==> config.mk <==
export PLATFORM = sky130hd
export DESIGN_NAME = sdram_arbiter
export DESIGN_NICKNAME = d
export VERILOG_FILES = /design/src/rtl/sdram_pkg.sv /design/src/rtl/sdram_refresh_timer.sv /design/src/rtl/sdram_arbiter.sv
export SDC_FILE = /design/constraint.sdc
export NUM_CORES = 1
export LEC_CHECK = 0
export ABC_AREA = 1
export BUFFER_PORTS_ARGS = -buffer_cell sky130_fd_sc_hd__buf_4
export CORE_AREA = 2 2 117 119
export DETAILED_ROUTE_END_ITERATION = 10
export DIE_AREA = 0 0 119 121
export PLACE_DENSITY = 0.73
export SYNTH_ARGS = -nofsm -noshare
export SYNTH_HDL_FRONTEND = slang
export SYNTH_SLANG_ARGS = --single-unit
export TNS_END_PERCENT = 5
==> constraint.sdc <==
create_clock -name clk -period 4.1 [get_ports clk]
set_clock_uncertainty 0.15 [all_clocks]
set_input_delay 0.41 -clock clk [delete_from_list [all_inputs] [get_ports clk]]
set_output_delay 0.41 -clock clk [all_outputs]
set_load 0.03 [all_outputs]
==> src/rtl/sdram_pkg.sv <==
// Shared sizing, FSM encodings and refresh-interval derivation for the SDRAM arbiter.
package sdram_pkg;

  localparam int ADDR_WIDTH = 25;
  localparam int DATA_WIDTH = 16;

  localparam logic [1:0] ST_IDLE      = 2'd0;
  localparam logic [1:0] ST_ISSUE     = 2'd1;
  localparam logic [1:0] ST_WAIT_BUSY = 2'd2;
  localparam logic [1:0] ST_WAIT_DONE = 2'd3;

  // Cycles between refreshes; integer MHz keeps the result exact for common clocks.
  function automatic int unsigned refresh_interval(input int unsigned freq_hz,
                                                   input int unsigned period_us);
    return freq_hz / 1_000_000 * period_us;
  endfunction

endpackage

==> src/rtl/sdram_refresh_timer.sv <==
// Free-running refresh timer that accumulates a saturating 4-bit refresh debt
// and flags a sticky overrun when a wrap finds the debt already full.
module sdram_refresh_timer
  import sdram_pkg::*;
#(
  parameter int unsigned INTERVAL = 810
) (
  input  logic clk,
  input  logic reset,
  input  logic consume,
  output logic due,
  output logic overrun
);

  localparam int CW = (INTERVAL > 1) ? $clog2(INTERVAL) : 1;

  logic [CW-1:0] r_count;
  logic [3:0]    r_debt;
  logic          r_overrun;
  logic          w_wrap;

  assign w_wrap  = (r_count == CW'(INTERVAL - 1));
  assign due     = (r_debt != 4'd0);
  assign overrun = r_overrun;

  always_ff @(posedge clk or posedge reset) begin
    if (reset) begin
      r_count   <= '0;
      r_debt    <= 4'd0;
      r_overrun <= 1'b0;
    end else begin
      r_count <= w_wrap ? '0 : r_count + CW'(1);
      // A wrap and a consumed refresh in the same cycle cancel out.
      if (w_wrap && !consume) begin
        if (r_debt == 4'hF) r_overrun <= 1'b1;
        else                r_debt    <= r_debt + 4'd1;
      end else if (!w_wrap && consume && (r_debt != 4'd0)) begin
        r_debt <= r_debt - 4'd1;
      end
    end
  end

endmodule

==> src/rtl/sdram_arbiter.sv <==
// Two-port round-robin arbiter in front of an SDRAM controller; pending refreshes
// take priority, and one command is in flight until the controller drops busy.
module sdram_arbiter
  import sdram_pkg::*;
#(
  parameter int unsigned FREQ       = 54_000_000,
  parameter int unsigned REFRESH_US = 15
) (
  input  logic                  clk,
  input  logic                  reset,
  input  logic                  p0_req,
  input  logic                  p0_we,
  input  logic [ADDR_WIDTH-1:0] p0_addr,
  input  logic [DATA_WIDTH-1:0] p0_wdata,
  output logic                  p0_ack,
  output logic [DATA_WIDTH-1:0] p0_rdata,
  output logic                  p0_rvalid,
  input  logic                  p1_req,
  input  logic                  p1_we,
  input  logic [ADDR_WIDTH-1:0] p1_addr,
  input  logic [DATA_WIDTH-1:0] p1_wdata,
  output logic                  p1_ack,
  output logic [DATA_WIDTH-1:0] p1_rdata,
  output logic                  p1_rvalid,
  output logic                  mem_rd,
  output logic                  mem_wr,
  output logic                  mem_refresh,
  output logic [ADDR_WIDTH-1:0] mem_addr,
  output logic [DATA_WIDTH-1:0] mem_din,
  input  logic [DATA_WIDTH-1:0] mem_dout,
  input  logic                  mem_data_ready,
  input  logic                  mem_busy,
  output logic                  refresh_overrun
);

  localparam int unsigned REFRESH_INTERVAL = refresh_interval(FREQ, REFRESH_US);

  logic [1:0]            r_state;
  logic                  r_last_p1;
  logic                  r_gnt_p1;
  logic                  r_op_we;
  logic                  r_op_ref;
  logic                  r_mem_rd, r_mem_wr, r_mem_refresh;
  logic [ADDR_WIDTH-1:0] r_mem_addr;
  logic [DATA_WIDTH-1:0] r_mem_din;
  logic                  r_p0_ack, r_p1_ack, r_p0_rvalid, r_p1_rvalid;
  logic [DATA_WIDTH-1:0] r_p0_rdata, r_p1_rdata;

  logic                  w_due, w_overrun, w_idle_free, w_grant_ref, w_grant_port;
  logic                  w_pick_p1, w_sel_we, w_read_return;
  logic [ADDR_WIDTH-1:0] w_sel_addr;
  logic [DATA_WIDTH-1:0] w_sel_wdata;

  sdram_refresh_timer #(
    .INTERVAL(REFRESH_INTERVAL)
  ) u_refresh (
    .clk    (clk),
    .reset  (reset),
    .consume(w_grant_ref),
    .due    (w_due),
    .overrun(w_overrun)
  );

  assign w_idle_free   = (r_state == ST_IDLE) && !mem_busy;
  assign w_grant_ref   = w_idle_free && w_due;
  assign w_grant_port  = w_idle_free && !w_due && (p0_req || p1_req);
  // With both requesting, the port that did not win last time goes next.
  assign w_pick_p1     = p1_req && (!p0_req || !r_last_p1);
  assign w_sel_we      = w_pick_p1 ? p1_we    : p0_we;
  assign w_sel_addr    = w_pick_p1 ? p1_addr  : p0_addr;
  assign w_sel_wdata   = w_pick_p1 ? p1_wdata : p0_wdata;
  assign w_read_return = (r_state != ST_IDLE) && !r_op_we && !r_op_ref && mem_data_ready;

  always_ff @(posedge clk or posedge reset) begin
    if (reset) begin
      r_state       <= ST_IDLE;
      r_last_p1     <= 1'b1;
      r_gnt_p1      <= 1'b0;
      r_op_we       <= 1'b0;
      r_op_ref      <= 1'b0;
      r_mem_rd      <= 1'b0;
      r_mem_wr      <= 1'b0;
      r_mem_refresh <= 1'b0;
      r_mem_addr    <= '0;
      r_mem_din     <= '0;
      r_p0_ack      <= 1'b0;
      r_p1_ack      <= 1'b0;
      r_p0_rvalid   <= 1'b0;
      r_p1_rvalid   <= 1'b0;
      r_p0_rdata    <= '0;
      r_p1_rdata    <= '0;
    end else begin
      r_mem_rd      <= 1'b0;
      r_mem_wr      <= 1'b0;
      r_mem_refresh <= 1'b0;
      r_p0_ack      <= 1'b0;
      r_p1_ack      <= 1'b0;
      r_p0_rvalid   <= 1'b0;
      r_p1_rvalid   <= 1'b0;
      case (r_state)
        ST_IDLE: begin
          if (w_grant_ref) begin
            r_mem_refresh <= 1'b1;
            r_op_ref      <= 1'b1;
            r_state       <= ST_ISSUE;
          end else if (w_grant_port) begin
            r_op_ref   <= 1'b0;
            r_op_we    <= w_sel_we;
            r_gnt_p1   <= w_pick_p1;
            r_last_p1  <= w_pick_p1;
            r_mem_addr <= w_sel_addr;
            r_mem_din  <= w_sel_wdata;
            r_mem_rd   <= !w_sel_we;
            r_mem_wr   <= w_sel_we;
            r_p0_ack   <= !w_pick_p1;
            r_p1_ack   <= w_pick_p1;
            r_state    <= ST_ISSUE;
          end
        end
        ST_ISSUE:     r_state <= ST_WAIT_BUSY;
        ST_WAIT_BUSY: if (mem_busy)  r_state <= ST_WAIT_DONE;
        ST_WAIT_DONE: if (!mem_busy) r_state <= ST_IDLE;
        default:      r_state <= ST_IDLE;
      endcase
      if (w_read_return) begin
        if (r_gnt_p1) begin
          r_p1_rdata  <= mem_dout;
          r_p1_rvalid <= 1'b1;
        end else begin
          r_p0_rdata  <= mem_dout;
          r_p0_rvalid <= 1'b1;
        end
      end
    end
  end

  assign p0_ack          = r_p0_ack;
  assign p1_ack          = r_p1_ack;
  assign p0_rvalid       = r_p0_rvalid;
  assign p1_rvalid       = r_p1_rvalid;
  assign p0_rdata        = r_p0_rdata;
  assign p1_rdata        = r_p1_rdata;
  assign mem_rd          = r_mem_rd;
  assign mem_wr          = r_mem_wr;
  assign mem_refresh     = r_mem_refresh;
  assign mem_addr        = r_mem_addr;
  assign mem_din         = r_mem_din;
  assign refresh_overrun = w_overrun;

endmodule

==> out/results.tsv <==
metric	value	unit
drt-initial-drc-count	187	
final_common_cell	buf_4	
cts_max_path_buffers	2	
fmax	415	MHz
globalplace.congestion	0.748	
hpwlAfterDp	7880	um
crit_fanout	6	
worstMarginPinSlew	0.853	ns
worstPathRequired	4.18	ns
grt_max_degree	48	
core	13100	um^2
cap_violations	0	
firstDrtPassIters	4	
cp_data_arrival_time	2.50	ns
overflow	0	
drive_gt1_share	36.3	%
drc	0	
postCtsHoldBufs	1	
period_minus_slack	2.41	ns
ir_drop	0.000365	V
setup.worst_path.start	r_state[0]$_DFFE_PP0P_	
slew_viol_final	0	
synth.distinct_cells	27	
clock_latency	0.34	ns
ys_seq_area_share	55.9	%
wl_met2	5430	um
numCtsBuffers	9	
die_x	119	um
clk_pin_slew	0.07	ns
finalNetCount	798	
setup_tns	0	ns
met1_length	4870	um
final_core_util	48.3	%
worstHoldStart	p0_wdata[9]	
grt_pass1_vias	3716	
wl_per_cell	12.8	um
path_cells	inv_1, ha_1, inv_2, nor2_4, nand2_1, nand3_1, ha_1, nand2_1, nand2_1, nor2_1, inv_1, nand2_1, nand3_1, nand2_1, nand2_1	
register_area	2530	um^2
hold_class	in -> reg	
period_share	58.8	%
maxSlewHeadroom	43.1	%
synth_area_per_cell	9.02	um^2
multi_input_area	1670	um^2
cpMaxStageDelayCell	ha_1	
crit_path_start_kind	register	
die_y	121	um
start_util	34.5	%
cts_tree	done	
wl_met3	636	um
grt_pass1_wl	18000	um
htree_levels	3	
crit_type	reg -> reg	
top_layer_used	met4	
ys_seq_elements	101	
cp-end-kind	register	
track_usage	15.8	%
syn_area	4520	um^2
cts_sinks	101	
fp-row-count	42	
synthesis.nets	616	
area_delta_synth_final	39.7	%
diodes	0	
cts_setup_buffers	0	
cpPeakStageDelay	0.39	ns
vias_per_cell	4.41	
final_cell_mix	buf_4, nand2_1, dfrtp_1, inv_1, nand3_1	
cp_top_family	simple AND/OR/NAND/NOR gates	
via_count	3811	
ios	187	
synthCells	501	
antenna_left	0	
r2r_start	r_state[0]$_DFFE_PP0P_	
cts.repair.resized	0	
hold_viol_final	0	
status	finished, final reports clean	
cp_common_cell	nand2_1	
finalWirelength	11100	um
power_density	709	nW/um^2
cp_num_buf_inv	3	
port_buffers	186	
total_leakage_power	3.40	nW
cts_root_buf	clkbuf_16	
rsz0062_at_grt	no	
antenna_found_initial	0	
setup_viol	0	
filler_cell_count	1249	
synth_warnings	0	
die-area	14400	um^2
-- registers in the layout, summed over array words and instances (netlist names), 2 cells and up --
name	cells
mem_addr	25
r_state	2
u_refresh.r_debt	4
u_refresh.r_count	10
p1_rdata	16
p0_rdata	16
mem_din	16
-- metrics by stage --
| stage | cell area (um^2) | hold slack, ns | power, W | std cells | setup slack [ns] |
|---|---|---|---|---|---|
| after floorplan | 4520 | 0.264 | 0.00291 | 501 | 0.895 |
| after global placement | 6020 | 0.303 | 0.00367 | 847 | 1.79 |
| after detailed placement | 6020 | 0.306 | 0.00371 | 847 | 1.70 |
| after CTS | 6310 | 0.0960 | 0.00455 | 864 | 1.69 |
| after global routing | 6310 | 0.108 | 0.00477 | 864 | 1.48 |
| final | 6310 | 0.111 | 0.00448 | 864 | 1.69 |
-- synth_stat cells (all sizes together) --
cell / number / area (um^2)
o21bai: 3 / 22.5
buf: 13 / 121
xnor2: 2 / 17.5
nor2: 20 / 116
nand4: 5 / 31.3
a21oi: 4 / 20.0
xor2: 2 / 17.5
dfrtp: 100 / 2500
or2: 3 / 18.8
inv: 48 / 180
mux2i: 1 / 10.0
nand3: 51 / 305
nand2: 195 / 785
o21ai: 37 / 196
ha: 8 / 100
fa: 1 / 20.0
dfstp: 1 / 26.3
clkbuf: 6 / 22.5
nand3b: 1 / 7.51
-- cells by family after synthesis --
logic type | after synthesis | synth area share [%]
mux | 1 | 0.221
flops | 101 | 55.9
compound gates | 44 | 5.29
fa+ha+maj | 9 | 2.66
simple gates | 275 | 28.0
buf+inv | 67 | 7.17
xor+xnor | 4 | 0.775
-- worst register-to-register path: cells and delay by family, from the launching register on --
kind	cells	cell delay (ns)
AND/OR/NAND/NOR	10	0.96
adder cells (fa/ha/maj)	2	0.61
flip-flops	1	0.37
buffers and inverters	3	0.22
-- metal layers --
layer	GRT usage, %	vias to the layer above
met5	0	-
met4	5.58	0
met3	3.95	15
met2	27.1	119
met1	19.4	1748
li1	-	1929
-- power breakdown --
part | switching, W | total [W] | leakage (nW) | internal, W
clock | 0.000380 | 0.000815 | 0.137 | 0.000435
combinational | 0.00131 | 0.00207 | 1.99 | 0.000759
sequential | 0.000219 | 0.00160 | 1.27 | 0.00138
total | 0.00191 | 0.00448 | 3.40 | 0.00257
-- path summary, 6_finish.rpt --
check                      slack, ns                              end  cells after the start
setup reg to reg                1.69  u_refresh.r_debt[3]$_DFFE_PP0P_                     15
hold / removal                  0.11           mem_din[9]$_DFFE_PP0P_                      3
setup / recovery                1.69  u_refresh.r_debt[3]$_DFFE_PP0P_                     15
max in group asynchronous       2.50            r_last_p1$_DFFE_PP1P_                      4
min in group asynchronous       0.49           mem_din[1]$_DFFE_PP0P_                      3
hold reg to reg                 0.31              p0_rvalid$_DFF_PP0_                      1
-- layout make-up --
type	instances	area share (%)
multi-input cells	333	26.4
clock buffers	11	3.84
repair buffers	190	22.6
well taps	176	3.49
flip-flops and latches	101	40.1
clock inverters	5	0.674
inverters	48	2.89
Power figures use the tool's default switching activity.
